## config.mk

```make
export PLATFORM = sky130hd
export DESIGN_NAME = a2bus_host
export DESIGN_NICKNAME = d
export VERILOG_FILES = /design/src/rtl/a2bus_host.sv
export SDC_FILE = /design/constraint.sdc
export NUM_CORES = 1
export LEC_CHECK = 0
export ABC_AREA = 1
export BUFFER_PORTS_ARGS = -buffer_cell sky130_fd_sc_hd__buf_4
export CAP_MARGIN = 10
export CORE_ASPECT_RATIO = 0.9
export CORE_MARGIN = 2
export CORE_UTILIZATION = 50
export DETAILED_ROUTE_END_ITERATION = 6
export PLACE_DENSITY = 0.83
export SLEW_MARGIN = 5
export SYNTH_ARGS = -nofsm -noshare
export SYNTH_HDL_FRONTEND = slang
export SYNTH_SLANG_ARGS = --single-unit
```

## constraint.sdc

```tcl
create_clock -name C7M -period 3.5 [get_ports C7M]
set_clock_uncertainty 0.15 [all_clocks]
set_input_delay 0.875 -clock C7M [delete_from_list [all_inputs] [get_ports C7M]]
set_output_delay 0.875 -clock C7M [all_outputs]
set_load 0.01 [all_outputs]
```

## src/rtl/a2bus_host.sv

```systemverilog
// Apple II host-side bus cycle generator: drives one slot with C7M-accurate PHI0/PHI1 timing.
// Optional STRETCH_EN inserts an S3X phase every STRETCH_PERIOD bus cycles.
module a2bus_host #(
  parameter int          SLOT           = 1,
  parameter logic [15:0] IDLE_ADDR      = 16'h0000,
  parameter int          STRETCH_PERIOD = 65
) (
  input  logic        C7M,
  input  logic        nRES,
  input  logic        req,
  input  logic [15:0] cmd_addr,
  input  logic        cmd_we,
  input  logic [7:0]  cmd_wdata,
  output logic        ack,
  output logic [7:0]  rdata,
  output logic        rvalid,
  output logic        rinh,
  output logic        PHI0,
  output logic        PHI1,
  output logic [15:0] A,
  output logic        nWE,
  output logic [7:0]  D_out,
  output logic        D_oe,
  input  logic [7:0]  D_in,
  input  logic        nINH,
  output logic        nDEVSEL,
  output logic        nIOSEL,
  output logic        nIOSTRB,
  output logic        busy
);

  typedef enum logic [2:0] {S0, S1, S2, S3, S3X, S4, S5, S6} phase_t;

  localparam logic [11:0] DEV_BASE = 12'hC08 + 12'(SLOT);
  localparam logic [7:0]  IO_BASE  = 8'hC0 + 8'(SLOT);

  phase_t      s, s_nxt;
  logic        stretch;
  logic        pending;
  logic        exec_vld;
  logic [15:0] pend_addr;
  logic        pend_we;
  logic [7:0]  pend_wdata;
  logic        phi0_act;

`ifdef STRETCH_EN
  localparam int CW = (STRETCH_PERIOD > 1) ? $clog2(STRETCH_PERIOD) : 1;
  logic [CW-1:0] scnt;

  always_ff @(posedge C7M or negedge nRES) begin
    if (!nRES) begin
      scnt <= '0;
    end else if (s == S6) begin
      scnt <= (scnt == CW'(STRETCH_PERIOD - 1)) ? '0 : scnt + 1'b1;
    end
  end

  assign stretch = (scnt == CW'(STRETCH_PERIOD - 1));
`else
  assign stretch = 1'b0;
`endif

  always_comb begin
    s_nxt = S0;
    unique case (s)
      S0:      s_nxt = S1;
      S1:      s_nxt = S2;
      S2:      s_nxt = S3;
      S3:      s_nxt = stretch ? S3X : S4;
      S3X:     s_nxt = S4;
      S4:      s_nxt = S5;
      S5:      s_nxt = S6;
      S6:      s_nxt = S0;
      default: s_nxt = S0;
    endcase
  end

  // ack is combinational so a request seen in S6 can still claim the cycle starting at the next edge
  assign ack      = req & ~pending & nRES;
  assign busy     = pending | exec_vld;
  assign phi0_act = (s == S4) || (s == S5) || (s == S6);
  assign PHI0     = phi0_act;
  assign PHI1     = ~phi0_act;

  assign nDEVSEL  = ~(phi0_act && (A[15:4] == DEV_BASE));
  assign nIOSEL   = ~(phi0_act && (A[15:8] == IO_BASE));
  assign nIOSTRB  = ~(phi0_act && (A[15:11] == 5'b11001));
  assign D_oe     = phi0_act & ~nWE;

  // Latched command payload carries no reset; pending qualifies it
  always_ff @(posedge C7M) begin
    if (ack && s != S6) begin
      pend_addr  <= cmd_addr;
      pend_we    <= cmd_we;
      pend_wdata <= cmd_wdata;
    end
  end

  always_ff @(posedge C7M or negedge nRES) begin
    if (!nRES) begin
      s        <= S0;
      A        <= IDLE_ADDR;
      nWE      <= 1'b1;
      D_out    <= 8'h00;
      rdata    <= 8'h00;
      rvalid   <= 1'b0;
      rinh     <= 1'b0;
      pending  <= 1'b0;
      exec_vld <= 1'b0;
    end else begin
      s      <= s_nxt;
      rvalid <= 1'b0;
      if (s == S6) begin
        if (nWE) begin
          rdata <= D_in;
          rinh  <= ~nINH;
        end
        rvalid <= exec_vld & nWE;
        // Edge entering S0: queued command first, then a fresh request, else idle read
        if (pending) begin
          A        <= pend_addr;
          nWE      <= ~pend_we;
          D_out    <= pend_we ? pend_wdata : 8'h00;
          exec_vld <= 1'b1;
          pending  <= 1'b0;
        end else if (ack) begin
          A        <= cmd_addr;
          nWE      <= ~cmd_we;
          D_out    <= cmd_we ? cmd_wdata : 8'h00;
          exec_vld <= 1'b1;
        end else begin
          A        <= IDLE_ADDR;
          nWE      <= 1'b1;
          D_out    <= 8'h00;
          exec_vld <= 1'b0;
        end
      end else if (ack) begin
        pending <= 1'b1;
      end
    end
  end

endmodule
```

# After elaboration in Yosys (flattened, before gate mapping)
# Cells that the tools add are included.
classes:
  eq_ne: 11
  n_mux: 14
  bitwise_logic: 14
  n_reduce_logical: 10
ops:
  columns: ["op", "count"]
  rows:
  - ["16-bit 2-to-1 mux", 2]
  - ["8-bit 2-to-1 mux", 4]
  - ["3-bit one-hot mux with 7 select lines", 1]
  - ["12-bit == test (second input constant)", 1]
  - ["3-bit == test (second input constant)", 4]
  - ["1-bit inverter", 9]
  - ["8-bit == test (second input constant)", 1]
  - ["1-bit 2-to-1 mux", 7]
  - ["3-bit by 2-bit == test with 1-bit output (second input constant)", 2]
  - ["5-bit == test (second input constant)", 1]
  - ["1-bit bitwise AND", 4]
  - ["1-bit logical AND", 4]
  - ["3-bit by 1-bit == test with 1-bit output (second input constant)", 1]
  - ["3-bit logical NOT", 1]
  - ["3-bit inequality test (second input constant)", 1]
  - ["1-bit logical OR", 2]
  - ["2-bit AND reduction", 1]
  - ["2-bit nonzero test", 1]
  - ["2-bit OR reduction", 1]
  - ["1-bit bitwise OR", 1]
word_totals:
  ff_bits: 65
  in_bits: 37
  out_inout_bits: 43

# Depth between registers and ports, before layout
# Gate-level depths: netlist (run 1).
depth:
  word_depth: 5
  mapped_depth: 6
  depth_no_buf: 5

# Worst setup path before layout (run 1)
# Ideal clock, no wire load.
synth_path:
  kind: "in2reg"
  from: "input port req"
  to: "register pend_addr[0], enable pin"
  setup_ns: 0.438
  arrival_time_ns: 2.773
  setup_slack_ns: 0.139
  cell_stages: 2
  path_buffers: 0
  path_cell_list: "nand2_1 > nor3_1"
synth_between:
  elab_chain_len: 3
synth_lines:
  columns: ["element", "line_no", "source"]
  rows:
  - ["from (decl)", "10", "input logic req,"]
  - ["1-bit bitwise AND (2 in a row)", "79", "assign ack = req & ~pending & nRES;"]
  - ["1-bit logical AND", "92", "if (ack && s != S6) begin"]
  - ["to (signal assigned)", "93", "pend_addr <= cmd_addr;"]
  - ["to (decl)", "41", "logic [15:0] pend_addr;"]
# No other way between the ends.
# A chain may end at the register's enable or synchronous reset.

# Worst setup path in the final report (run 1)
layout_path:
  from: "register s[1]"
  to: "output port nDEVSEL"
layout_between:
  elab_chain_len: 5
  elab_cells_between_ends: 7
  classes_between: "3 x eq/ne; 1 x bitwise; 3 x reduce/logical"
layout_lines:
  columns: ["element", "line_no", "source"]
  rows:
  - ["from (decl)", "37", "phase_t s, s_nxt;"]
  - ["from (signal assigned)", "111", "s <= s_nxt;"]
  - ["3-bit == test", "81", "assign phi0_act = (s == S4) || (s == S5) || (s == S6);"]
  - ["1-bit logical OR", "81", null]
  - ["1-bit logical OR *", "81", null]
  - ["1-bit logical AND *", "85", "assign nDEVSEL = ~(phi0_act && (A[15:4] == DEV_BASE));"]
  - ["1-bit inverter *", "85", null]
  - ["to (decl)", "26", "output logic nDEVSEL,"]
# Every way passes the cells marked *; elsewhere a longest branch is shown, timed or not.

==> metrics.cfg, run 1 <==
[global_route]
grt_max_degree = 51
antenna_found_initial = 0
grt_overflow = 0
first_global_vias = 2255
grt_pass1_wl_mm = 10.49
grt_usage_pct = 20.82

[setup_path]
cp_max_fo = 6
rrSetupSlack_ps = 1500
r2r-start = s[1]
endpoint = nDEVSEL
crit_type = register to output pin
worstReg2RegEnd = D_out[1]
critPathRequiredTime_ps = 2470
cp_slowest_cell = dfrtp_1
end_kind = output pin
start_kind = register
crit_start = s[1]
crit_chain = o21ai_0, nor2_1, nand2_1, buf_4
max_stage_delay_ps = 450
crit_arrival_ps = 1620
reg2regPathDepth = 3

[timing]
final-hold-violation-count = 0
rsz0062_at_grt = no
fin_crit_sh_pct = 75.70
min_period_ps = 2649
worst_pin_slew_ps = 962.8
finalSetupViolations = 0
fmaxAchievable_ghz = 0.3775
finalMaxSlewViolations = 0
final.setup.worst_slack_ps = 850.7
worst_hold_slack_ps = 329.6
finalSetupTns_ps = 0
maxSlewHeadroom_pct = 35.74

[clock_network]
post_cts_resized = 0
cts_tree = done
cts_buffer_depth = 2
cts-htree-levels = 3
numCtsBuffers = 9
cts-hold-fix-buffers = 0
clk_pin_slew_worst_paths_ps = 70
root_buffer = clkbuf_8
cts_setup_buffers = 0
clock_latency_ps = 340
cts.sinks = 65

[yosys]
synth_cell_types = 21
synthTopCellsByArea = dfrtp_1 33%, edfxtp_1 26%, nand2_1 13%
synth_commonest_cells = 105 x nand2_1, 70 x inv_1, 39 x dfrtp_1, 39 x nor2_1, 25 x edfxtp_1
synth_top_area_cell = dfrtp_1
async_reset_ff_share_pct = 61.54
synth.most_common_cell = nand2_1
yosysTopAreaCellShare_pct = 33.36
synth_ff_type = dfrtp_1
syn-cell-area_um2 = 2925
synth.avg_cell_area_um2 = 8.629
synth_seq_cells = 65
syn-num-nets = 376
synth_warnings = 0
synth_cells = 339
synth_edf_count = 25
yosysSeqAreaShare_pct = 59.92

[final_layout]
ff_latch_area_um2 = 1753
nets = 456
area_growth_syn_to_layout_pct = 28.53
fillers = 477
utilization_pct = 66.42
n_antenna_cell = 0
postLayoutCellArea_um2 = 3760
multi_input_area_um2 = 847.1
layout-drive-gt1-share_pct = 24.29

[routing]
drt_iter0_drc = 75
wire_per_inst_um = 12.58
drcViolationCount = 0
via_per_inst = 4.607
ant_nets = 0
routed_wl_mm = 6.216
num_vias = 2276
dr.pass1.iters = 4

[power_and_ir_drop]
p_per_area_nw_per_um2 = 429.0
p_leak_uw = 0.002129
irDropWorstVdd_v = 0.0002539

[floorplan]
core-area_um2 = 5660
die-area_um2 = 6479
ios = 80
fp.dieH_um = 76.57
rows = 26
initial_utilization_pct = 51.68
dieWidth_um = 84.63

[hold_path]
hp-class = register to register

[flow_run]
drv_cap = 0

[place]
place_ws_ps = 1106
placed_area_um2 = 3566
portBuffers = 79
dp_hpwl_mm = 4.178
routabilityCongestion = 0.8115

[run_status]
outcome = finished clean

[worst max-delay path: cells and delay by family (launching register included)]
kind            cells  cell delay, ps
buf+inv             1             110
flops               1             450
compound gates      1             440
simple gates        2             280
[logic make-up (layout without fill, tap and decap cells)]
kind of cell | after synthesis | in the layout | share of synthesized area, %
simple gates | 162 | 162 | 21.94
buf+inv | 83 | 168 | 11.46
flops | 65 | 65 | 59.92
compound gates | 28 | 28 | 6.373
xor+xnor | 1 | 1 | 0.2995
[cells in the final DEF (no fill, tap or decap)]
cell,count
nand3_2,1
clkbuf_16,1
nor3_2,1
edfxtp_1,25
xor2_1,1
nand4_1,2
dfrtp_1,39
nor3_1,1
nand3_1,10
clkinv_2,2
clkbuf_8,11
inv_1,70
o21bai_1,1
o21ai_2,1
nand2_1,105
a21boi_1,16
buf_4,82
clkbuf_1,2
nor2_4,1
dfstp_2,1
o21ai_0,2
nor2_1,39
nor2_2,1
nand2_2,1
a21oi_1,8
[registers in the layout, summed over array words and instances, names as in the netlist]
register / flops
A: 16
pend_addr: 16
D_out: 8
pend_wdata: 8
rdata: 8
s: 3
exec_vld: 1
nWE: 1
pend_we: 1
pending: 1
rinh: 1
rvalid: 1
[worst min path at each step]
stage          slack (ps)  startpoint  endpoint  cells after the start
6_report              330    rdata[4]  rdata[4]                      2
5_1_grt               360    rdata[0]  rdata[0]                      2
4_1_cts               340    rdata[4]  rdata[4]                      2
3_5_place_dp          320    rdata[6]  rdata[6]                      2
3_3_place_gp          300    rdata[5]  rdata[5]                      2
2_1_floorplan         320    exec_vld    rvalid                      2
[per-stage QoR]
| stage | power, uW | cells |
|---|---|---|
| final | 1613 | 494 |
| after global routing | 1684 | 494 |
| after CTS | 1637 | 494 |
| after detailed placement | 1026 | 478 |
| after global placement | 1019 | 478 |
| after floorplan | 919.6 | 339 |
[final cells by class]
cell class	count	area share, %
clock buffer	14	4.892
clock inverter	2	0.2662
inverter	70	6.988
multi-input combinational	191	22.53
sequential	65	46.62
tap	70	2.329
timing repair buffer	82	16.37
[power breakdown]
| part | switching [uW] | total [uW] | internal (uW) |
|---|---|---|---|
| combinational | 82.5 | 166 | 83.3 |
| clock | 268 | 605 | 337 |
| sequential | 19.3 | 842 | 823 |
[routing by layer]
| layer | track usage (%) | part of all wire, % | vias up |
|---|---|---|---|
| li1 | - | - | 1173 |
| met1 | 26.03 | 43 | 1033 |
| met3 | 6.176 | 5.5 | 8 |
| met2 | 34.88 | 50 | 62 |
| met5 | 0 | 0 | - |
| met4 | 6.508 | 1.1 | 0 |
No activity file was read; power rests on OpenSTA's default activity.
==> run 2, diff against run 1 <==
--- a/config.mk
+++ b/config.mk
@@ -10,9 +10,9 @@
 export CAP_MARGIN = 10
 export CORE_ASPECT_RATIO = 0.9
 export CORE_MARGIN = 2
-export CORE_UTILIZATION = 50
+export CORE_UTILIZATION = 47
 export DETAILED_ROUTE_END_ITERATION = 6
-export PLACE_DENSITY = 0.83
+export PLACE_DENSITY = 0.82
 export SLEW_MARGIN = 5
 export SYNTH_ARGS = -nofsm -noshare
 export SYNTH_HDL_FRONTEND = slang
==> constraint.sdc (replaced) <==
create_clock -name C7M -period 2.4 [get_ports C7M]
set_clock_uncertainty 0.15 [all_clocks]
set_input_delay 0.6 -clock C7M [delete_from_list [all_inputs] [get_ports C7M]]
set_output_delay 0.6 -clock C7M [all_outputs]
set_load 0.01 [all_outputs]
==> run 2 against run 1 <==
Non-clock buffer count increased by 4. Sequential power grew 46%. Register-to-register slack got worse by 820 ps. Largest power group unchanged.
==> metrics.cfg, run 2 (synthesis gave the netlist of run 1 again) <==
[final_layout]
area_growth_syn_to_layout_pct = 30.92
final_common_cell = nand2_1
layout-drive-gt1-share_pct = 24.53
final_cell_mix = 105 x nand2_1, 85 x buf_4, 70 x inv_1, 39 x dfrtp_1, 39 x nor2_1
n_antenna_cell = 0
fin_cells = 500
nets = 460
largest_registers = A x16, pend_addr x16

[clock_network]
cts_setup_buffers = 0
cts_tree = done
cts-hold-fix-buffers = 0
root_buffer = clkbuf_8
clock_latency_ps = 330
cts.sinks = 65
cts_buffer_depth = 2
clk_pin_slew_worst_paths_ps = 70
numCtsBuffers = 9
cts-htree-levels = 3

[floorplan]
rows = 27
ios = 80
fp.dieH_um = 78.85
core-area_um2 = 6081
die-area_um2 = 6872
initial_utilization_pct = 48.11
dieWidth_um = 87.16

[timing]
finalSetupTns_ps = 0
fin_crit_sh_pct = 91.67
maxSlewHeadroom_pct = 63.81
final-hold-violation-count = 0
finalMaxSlewViolations = 0
worst_pin_slew_ps = 542.8
min_period_ps = 2200
finalSetupViolations = 0
fmaxAchievable_ghz = 0.4545
rsz0062_at_grt = no

[routing]
drt_iter0_drc = 135
via_per_inst = 4.672
wire_per_inst_um = 12.82
ant_nets = 0
num_vias = 2336
routed_wl_mm = 6.411
dr.pass1.iters = 4
drcViolationCount = 0

[place]
dp_hpwl_mm = 4.360
portBuffers = 79
routabilityCongestion = 0.7969
dp.cells = 484

[global_route]
grt_overflow = 0
grt_pass1_wl_mm = 10.74
first_global_vias = 2282
antenna_found_initial = 0
grt_max_degree = 41
grt_usage_pct = 20.31

[setup_path]
critPathRequiredTime_ps = 1650
r2r-start = s[0]
crit_start = s[1]
cp_max_fo = 6
crit_arrival_ps = 1450
start_kind = register
end_kind = output pin
crit_type = register to output pin

[power_and_ir_drop]
irDropWorstVdd_v = 0.0003632
p_per_area_nw_per_um2 = 645.4
p_leak_uw = 0.002161

[run_status]
outcome = finished clean

[flow_run]
drv_cap = 0

[hold_path]
hp-class = input pin to async pin

run 2: changes by cell type in the layout (fill, tap and decap cells not counted), sizes merged:
cell and delta:
buf +4, bufinv +2, clkbuf -2
run 2: through the flow:
step | hold WS (ps) | power, uW | area, um2 | utilization (%) | setup slack (ps)
final | 203.9 | 2472 | 3830 | 62.98 | 199.9
after global routing | 244.1 | 2573 | 3830 | 62.98 | 93.92
after CTS | 224.4 | 2507 | 3830 | 62.98 | 148.0
after detailed placement | 309.3 | 1498 | 3617 | 59.49 | 335.9
after global placement | 304.5 | 1490 | 3617 | 59.49 | 402.6
after floorplan | 154.4 | 1341 | 2930 | - | 67.20
run 2: report_power, final:
part	total, uW	switching (uW)	internal, uW
clock network	1000	392	608
registers	1230	27.6	1200
logic	244	121	123
total	2470	541	1930
run 2: critical path: stages, from the launching register on:
cell	delay, ps
dfrtp_1	450
o21ai_1	330
nor2_1	140
nand2_1	90
buf_4	110
run 2: metal layers:
metal	GRT usage (%)	up-vias	share of wire (%)
met5	0	-	0
met4	6.000	0	0.83
met3	5.717	6	4.8
met2	34.96	62	52
met1	24.85	1087	42
li1	-	1181	-
run 2: path summary, 6_finish.rpt:
check,end,slack [ps],cells past startpoint
min reg2reg,rdata[6],320,2
min in group C7M,rinh,290,2
max in group asynchronous,nWE,1510,2
min,A[7],200,2
max,nDEVSEL,200,4
max reg2reg,A[5],680,4
run 2: final cells by class:
cell class                      count  area, um2
Clock buffer                       12      145.1
Clock inverter                      4      67.56
Fill cell                         538       2251
Inverter                           70      262.8
Multi-Input combinational cell    191      853.3
Sequential cell                    65       1753
Tap cell                           72      90.09
Timing Repair Buffer               86      658.1
run 2: repair_timing:
action,CTS,global route
resized for setup,1,0
hold endpoints to repair,0,0
endpoints found under the setup margin,3,0
==> run 3, diff against run 2 <==
--- a/config.mk
+++ b/config.mk
@@ -6,12 +6,13 @@
 export NUM_CORES = 1
 export LEC_CHECK = 0
 export ABC_AREA = 1
-export BUFFER_PORTS_ARGS = -buffer_cell sky130_fd_sc_hd__buf_4
+export BUFFER_PORTS_ARGS = -buffer_cell sky130_fd_sc_hd__buf_2
 export CAP_MARGIN = 10
 export CORE_ASPECT_RATIO = 0.9
 export CORE_MARGIN = 2
 export CORE_UTILIZATION = 47
 export DETAILED_ROUTE_END_ITERATION = 6
+export GPL_ROUTABILITY_DRIVEN = 0
 export PLACE_DENSITY = 0.82
 export SLEW_MARGIN = 5
 export SYNTH_ARGS = -nofsm -noshare
==> run 3 against run 2 <==
Hold slack improved by 26 ps. Fmax rose by 2.3%. Highest routed layer unchanged. First-iteration DRC count shrank 32%. Largest power group unchanged.
==> metrics.cfg, run 3 (synthesis gave the netlist of run 1 again) <==
[run_status]
outcome = finished clean

[final_layout]
ff_latch_area_um2 = 1753
largest_registers = A x16, pend_addr x16
final_cell_mix = 105 x nand2_1, 79 x buf_2, 70 x inv_1, 39 x dfrtp_1, 39 x nor2_1
multi_input_area_um2 = 853.3
n_antenna_cell = 0
fillers = 560
layout-drive-gt1-share_pct = 25.17
fin_cells = 501
nets = 461
area_growth_syn_to_layout_pct = 23.52
final_common_cell = nand2_1

[global_route]
grt_pass1_wl_mm = 10.30
antenna_found_initial = 0
first_global_vias = 2254
grt_usage_pct = 19.75
grt_overflow = 0
busiest_layer = met2
use_met3_pct = 5.925
use_met1_pct = 24.04
use_met2_pct = 33.28
grt_max_degree = 41

[place]
dp.cells = 485
portBuffers = 79
dp_hpwl_mm = 4.247

[setup_path]
critPathRequiredTime_ps = 1650
critical_path_depth = 4
cp_slowest_cell = dfrtp_1
reg2regPathDepth = 4
worstReg2RegEnd = A[13]
r2r-start = s[1]
rrSetupSlack_ps = 660
crit_chain = o21ai_0, nor2_1, nand2_1, buf_2
crit_start = s[1]
critPathBufInv = 1
endpoint = nIOSTRB
max_stage_delay_ps = 460
cp_max_fo = 6
critical_path.top_delay_family = flip-flops
crit_arrival_ps = 1400
crit_type = register to output pin
start_kind = register
end_kind = output pin

[floorplan]
core-area_um2 = 6081
rows = 27
initial_utilization_pct = 48.11
die-area_um2 = 6872
ios = 80
fp.dieH_um = 78.85
dieWidth_um = 87.16

[routing]
drcViolationCount = 0
ant_nets = 0
num_vias = 2333
wire_per_inst_um = 12.26
dr.pass1.iters = 4
via_per_inst = 4.657
drt_iter0_drc = 92
routed_wl_mm = 6.141

[timing]
finalMaxSlewViolations = 0
fin_crit_sh_pct = 89.63
rsz0062_at_grt = no
finalSetupTns_ps = 0
final-hold-violation-count = 0
min_period_ps = 2151
fmaxAchievable_ghz = 0.4649
maxSlewHeadroom_pct = 64.52
finalSetupViolations = 0
worst_pin_slew_ps = 531.5

[power_and_ir_drop]
irDropWorstVdd_v = 0.0004733
p_per_area_nw_per_um2 = 635.0
p_leak_uw = 0.002086
p_total_uw = 2295

[clock_network]
cts-htree-levels = 3
cts_tree = done
post_cts_resized = 0
root_buffer = clkbuf_8
cts.sinks = 65
numCtsBuffers = 9
clock_latency_ps = 330
cts_buffer_depth = 2
cts_setup_buffers = 0
cts-hold-fix-buffers = 0
clk_pin_slew_worst_paths_ps = 70

[hold_path]
hp-class = input pin to async pin

[flow_run]
drv_cap = 0

-- run 3: changes by cell type in the layout (fill, tap and decap cells not counted), sizes merged --
cell      previous run  this run
buf                 86        87
clkinv               2         3
clkbuf              12        10
clkinvlp             0         2
bufinv               2         1
-- run 3: worst min-delay path by stage --
stage               endpoint  slack (ps)  cells past startpoint
global placement    rdata[6]         300                      2
CTS                     A[7]         240                      2
finish                  A[3]         230                      2
global route            A[7]         240                      2
detailed placement  rdata[5]         300                      2
floorplan               A[0]         150                      0
-- run 3: metal layers --
| metal | share of wire [%] | vias up |
|---|---|---|
| met4 | 1.1 | 0 |
| li1 | - | 1183 |
| met5 | 0 | - |
| met2 | 50 | 63 |
| met3 | 4.8 | 7 |
| met1 | 44 | 1080 |
-- run 3: stage by stage --
stage,instance area (um2),util [%],setup WS (ps),hold WS [ps]
after floorplan,2930,-,67.20,154.4
after global placement,3427,56.36,533.7,297.9
after detailed placement,3427,56.36,540.3,304.3
after CTS,3613,59.42,240.4,242.4
after global routing,3613,59.42,130.0,244.7
final,3613,59.42,248.9,230.1
-- run 3: power by group --
group / switching [uW] / leakage, uW / internal, uW
sequential: 24.6 / 0.000729 / 1200
clock: 392 / 0.0000897 / 472
combinational: 120 / 0.00127 / 85.7
-- run 3: layout make-up --
class | instances | share of cell area [%]
clock inverter | 6 | 1.627
clock buffer | 10 | 3.532
tap | 72 | 2.493
sequential | 65 | 48.51
timing repair buffer | 87 | 12.95
inverter | 70 | 7.271
multi-input combinational | 191 | 23.61
